**src/rtl/nbit_demux_reg_pkg.sv**
```systemverilog
// Shared definitions for the bit-assembly demux and the control FSMs that
// reuse its fill-state encoding.
//   demux_state_e        : EMPTY / PARTIAL / FULL fill state of a word
//   DEFAULT_SELECT_WIDTH : default select width (word of 8 bits)
//   word_width()         : N = 2**select_width
package nbit_demux_reg_pkg;

  typedef enum logic [1:0] {
    ST_EMPTY   = 2'd0,
    ST_PARTIAL = 2'd1,
    ST_FULL    = 2'd2
  } demux_state_e;

  localparam int DEFAULT_SELECT_WIDTH = 3;

  function automatic int word_width(input int select_width);
    return 1 << select_width;
  endfunction

endpackage

```
**src/rtl/nbit_demux_reg_ptr_counter.sv**
```systemverilog
// Wrapping sequential-write pointer.
//   clk, rst_n : clock, asynchronous active-low reset
//   en         : advance by one (wraps from 2**W-1 to 0)
//   clr        : synchronous return to 0, overrides en
//   count      : current pointer value (registered)
module ptr_counter #(
  parameter int W = 3
) (
  input  logic         clk,
  input  logic         rst_n,
  input  logic         en,
  input  logic         clr,
  output logic [W-1:0] count
);

  logic [W-1:0] count_q;
  logic [W-1:0] count_d;

  always_comb begin
    count_d = count_q;
    if (clr) begin
      count_d = '0;
    end else if (en) begin
      // Natural overflow of a W-bit add gives the modulo-N wrap.
      count_d = count_q + W'(1);
    end
  end

  always_ff @(posedge clk or negedge rst_n) begin
    if (!rst_n) begin
      count_q <= '0;
    end else begin
      count_q <= count_d;
    end
  end

  assign count = count_q;

endmodule

```
**src/rtl/nbit_demux_reg.sv**
```systemverilog
// Registered 1-to-N demultiplexer: assembles an N-bit word one bit at a time,
// either at an explicit index (wr_en/DemuxSel) or at an auto-advancing
// pointer (shift_en/ptr), and tracks which bits have been written.
//   clk, rst_n : clock, asynchronous active-low reset
//   DemuxIn    : data bit to deposit
//   DemuxSel   : target index for random-access writes
//   wr_en      : random-access write strobe
//   shift_en   : sequential write strobe (writes at ptr, then advances ptr)
//   clear      : synchronous clear of data, mask, pointer and state
//   DemuxOut   : assembled word
//   valid_mask : bit i set once bit i has been written
//   ptr        : sequential write pointer
//   full       : high while every bit has been written
//   done       : one-cycle pulse when the word first becomes full
//   dbg_state  : fill state (EMPTY/PARTIAL/FULL) for observation
//
// Handshake: strobes are plain single-cycle commands with no backpressure;
// each strobe high on a rising edge is applied on that edge and its effect is
// visible on all outputs immediately after it.
module nbit_demux_reg
  import nbit_demux_reg_pkg::*;
#(
  parameter int SELECT_WIDTH = DEFAULT_SELECT_WIDTH
) (
  input  logic                                clk,
  input  logic                                rst_n,
  input  logic                                DemuxIn,
  input  logic [SELECT_WIDTH-1:0]             DemuxSel,
  input  logic                                wr_en,
  input  logic                                shift_en,
  input  logic                                clear,
  output logic [word_width(SELECT_WIDTH)-1:0] DemuxOut,
  output logic [word_width(SELECT_WIDTH)-1:0] valid_mask,
  output logic [SELECT_WIDTH-1:0]             ptr,
  output logic                                full,
  output logic                                done,
  output demux_state_e                        dbg_state
);

  localparam int N = word_width(SELECT_WIDTH);

  logic [N-1:0] data_q, data_d;
  logic [N-1:0] mask_q, mask_d;
  demux_state_e state_q, state_d;
  logic         full_q, full_d;
  logic         done_q, done_d;

  ptr_counter #(.W(SELECT_WIDTH)) u_ptr (
    .clk   (clk),
    .rst_n (rst_n),
    .en    (shift_en),
    .clr   (clear),
    .count (ptr)
  );

  // Next data and mask. The random-access write is applied after the
  // sequential one so it wins when both target the same bit.
  always_comb begin
    data_d = data_q;
    mask_d = mask_q;
    if (clear) begin
      data_d = '0;
      mask_d = '0;
    end else begin
      if (shift_en) begin
        data_d[ptr] = DemuxIn;
        mask_d[ptr] = 1'b1;
      end
      if (wr_en) begin
        data_d[DemuxSel] = DemuxIn;
        mask_d[DemuxSel] = 1'b1;
      end
    end
  end

  // State is derived from the next mask so full/done land on the same edge
  // as the completing write. Leaving FULL requires a clear (mask -> 0), so
  // done cannot re-pulse while the word stays full.
  always_comb begin
    if (mask_d == '0) begin
      state_d = ST_EMPTY;
    end else if (&mask_d) begin
      state_d = ST_FULL;
    end else begin
      state_d = ST_PARTIAL;
    end
    full_d = (state_d == ST_FULL);
    done_d = (state_d == ST_FULL) && (state_q != ST_FULL);
  end

  always_ff @(posedge clk or negedge rst_n) begin
    if (!rst_n) begin
      data_q  <= '0;
      mask_q  <= '0;
      state_q <= ST_EMPTY;
      full_q  <= 1'b0;
      done_q  <= 1'b0;
    end else begin
      data_q  <= data_d;
      mask_q  <= mask_d;
      state_q <= state_d;
      full_q  <= full_d;
      done_q  <= done_d;
    end
  end

  assign DemuxOut   = data_q;
  assign valid_mask = mask_q;
  assign full       = full_q;
  assign done       = done_q;
  assign dbg_state  = state_q;

endmodule

```
**config.mk**
```make
export PLATFORM = sky130hd
export DESIGN_NAME = nbit_demux_reg
export DESIGN_NICKNAME = d
export VERILOG_FILES = /design/src/rtl/nbit_demux_reg_pkg.sv /design/src/rtl/nbit_demux_reg_ptr_counter.sv /design/src/rtl/nbit_demux_reg.sv
export SDC_FILE = /design/constraint.sdc
export NUM_CORES = 1
export LEC_CHECK = 0
export CAP_MARGIN = 10
export CELL_PAD_IN_SITES_DETAIL_PLACEMENT = 0
export CELL_PAD_IN_SITES_GLOBAL_PLACEMENT = 1
export CORE_UTILIZATION = 35
export CTS_CLUSTER_DIAMETER = 30
export DETAILED_ROUTE_END_ITERATION = 6
export PLACE_DENSITY_LB_ADDON = 0.1
export SETUP_SLACK_MARGIN = 0.05
export SLEW_MARGIN = 5
export SYNTH_ARGS = -nofsm -noshare
export SYNTH_HDL_FRONTEND = slang
export SYNTH_SLANG_ARGS = --single-unit
```
**constraint.sdc**
```tcl
create_clock -name clk -period 1.9 [get_ports clk]
set_input_delay 0.38 -clock clk [delete_from_list [all_inputs] [get_ports clk]]
set_output_delay 0.38 -clock clk [all_outputs]
set_load 0.01 [all_outputs]
```
==> results.md <==
- Ys flop type: dfrtp_1
- All-Layer GR Usage: 16.6%
- Worst Clk Skew: 3.07 ps
- Share of cells above drive strength 1: 30.6%
- Critical path class: register to register
- Status: finished with violations
- Crit share post-route: 96.5%
- DRT Pass-1 Iters: 6
- Max-slew violations: 0
- Grt total ovfl: 0
- Final Critical Period: 1830 ps
- Worst setup EP type: register
- CTS tree: yes
- Die Y-Extent: 57.4 um
- LEAKAGE: 0.831 nW
- Root buf cell: clkbuf_4
- Ant diodes: 0
- Initial antenna violation count: 0
- Core area: 2830 um^2
- Post-synth EDFFs: 0
- Syn Inst Count: 97
- Slew HR: 77.3%
- Largest net degree at the start of global routing: 23
- Setup TNS: 0 ps
- Site row count: 19
- HPWL after detailed placement: 1840 um
- Skew-Pair Late Insertion Delay: 310 ps
- FF+latch count, synth: 22
- Area post-placement: 1540 um^2
- Most instantiated library cell after synthesis: nor2_1
- I/O pin total: 32
- Total CTS buffers: 3
- Sequential area share after synthesis: 51.2%
- Number of routed nets with antenna violations: 0
- Asr flop ratio synth: 100%
- Hold_ws: 402 ps
- Hold Path Class: input pin to asynchronous set/reset pin
- CP startpoint kind: register
- Die Width: 57.4 um
- Pwr/cell area: 674 nW/um^2
- Via Count: 930
- Fin. Hold Viols: 0
- Die area: 3300 um^2
- Final Cell Area: 1660 um^2
- Post-synth top cells: 23 x nor2_1, 22 x dfrtp_1, 9 x mux2i_1, 6 x a22oi_1, 5 x a221oi_1
- Routed Wire Length: 2500 um
- Actual slew at the worst max-slew pin: 341 ps
- Vias in the first global route: 885
- DRT iter0 DRCs: 33
- DR WL/cell: 14.0 um
- Synth top area share: 51.2%
- First-pass GRT wire length: 4100 um
- Violated checks: DRC
- Synth area leader: dfrtp_1
- DRC: 2
- Starting Density: 38.0%
- Synth unique cells: 28
- RSZ-0062 raised after global routing: yes
- Max FO, Critical Path: 6
- Highest ir drop seen on vdd: 0.000523 V
- Mean Syn Cell Area: 11.1 um^2
- Final #Nets: 158
- Crit path arrival time: 2090 ps
- Max Cap Viol: 0
- Port-buffer cells: 31
- TritonCTS Sinks: 22
- Required time of the worst setup path: 2160 ps
- CTS max path bufs: 2
- FMAX: 545 MHz
- GPL Wtd Cong: 0.835
- Reg clk slew, reported paths: 130 ps
- Syn Nets: 107
- Main area contributors after synthesis: dfrtp_1 51%, mux2i_1 8.4%, nor2_1 8.0%, a22oi_1 4.2%, a221oi_1 4.1%
- Setup Viol. Count Final: 0
- # H-tree levels: 1
- Area Overhead vs Synth: 54.1%
- Synth warn: 0
- Drt via density: 5.22
- Mapped Area: 1070 um^2
[metal layers]
layer	up-vias	track usage (%)	wire, um
met5	-	0	0
met4	0	8.36	49
met3	4	2.72	84
met2	25	24.8	1180
met1	456	23.4	1190
li1	445	-	-
[cell families after synthesis]
kind of cell    synth area share [%]
buf+inv                         4.65
flops                           51.2
mux                             8.38
fa+ha+maj                       1.16
simple gates                    20.0
xor+xnor                        1.63
compound gates                  12.9
[worst paths after layout]
path	end	slack (ps)	from	cells after the start
worst max-delay path	done	70	u_ptr.count[1]	5
worst min-delay path	valid_mask[0]	400	rst_n	2
worst max register to register	done	70	u_ptr.count[1]	5
worst min register to register	done	480	full	1
max in group asynchronous	u_ptr.count[2]	1260	rst_n	2
min in group clk	u_ptr.count[0]	480	shift_en	4
[power breakdown]
group / internal, mW / switching, mW
sequential: 0.492 / 0.0188
clock: 0.213 / 0.149
combinational: 0.137 / 0.107
[per-stage QoR]
step / cells / power [mW] / setup slack, ps / utilization (%)
2_1_floorplan: 97 / 0.623 / 148 / -
3_3_place_gp: 172 / 0.753 / -272 / 54.3
3_5_place_dp: 172 / 0.755 / -298 / 54.3
4_1_cts: 176 / 1.12 / 52.5 / 56.2
5_1_grt: 178 / 1.18 / -14.1 / 58.6
6_report: 178 / 1.12 / 66.0 / 58.6
[cell type report]
| cell class | instances | area (um^2) |
|---|---|---|
| fillers | 262 | 1170 |
| flip-flops and latches | 22 | 554 |
| multi-input cells | 66 | 505 |
| repair buffers | 54 | 502 |
| well taps | 31 | 38.8 |
| clock inverters | 1 | 30.0 |
| clock buffers | 3 | 22.5 |
| inverters | 1 | 3.75 |
[sequential cells by signal, indices dropped and copies added, names as in the netlist]
signal       flops
u_ptr.count      3
dbg_state        1
DemuxOut         8
full             1
done             1
valid_mask       8
[worst max-delay path, cell delays in order (launching register included)]
cell      delay, ps
dfrtp_2         470
and2b_2         280
a221oi_2         90
or4_4           490
nor4_4          260
a21boi_2        190
[cells in the final DEF (no fill, tap or decap), types with 2 or more instances in the layout]
cell,instances
dfrtp_1,19
a221oi_2,2
buf_4,22
mux2i_1,9
a32o_1,2
dlymetal6s2s_1,6
a221oi_1,4
nor2_1,21
clkbuf_4,3
clkdlybuf4s50_1,25
and2b_2,4
dfrtp_2,3
a22oi_1,6
[what timing repair did]
action	CTS	global route
setup buffers	0	2
endpoints found under the hold margin	0	0
hold buffers	0	0
pin swaps	0	2
resized for setup	1	19
endpoints found under the setup margin	1	4
No activity file was read; power rests on OpenSTA's default activity.
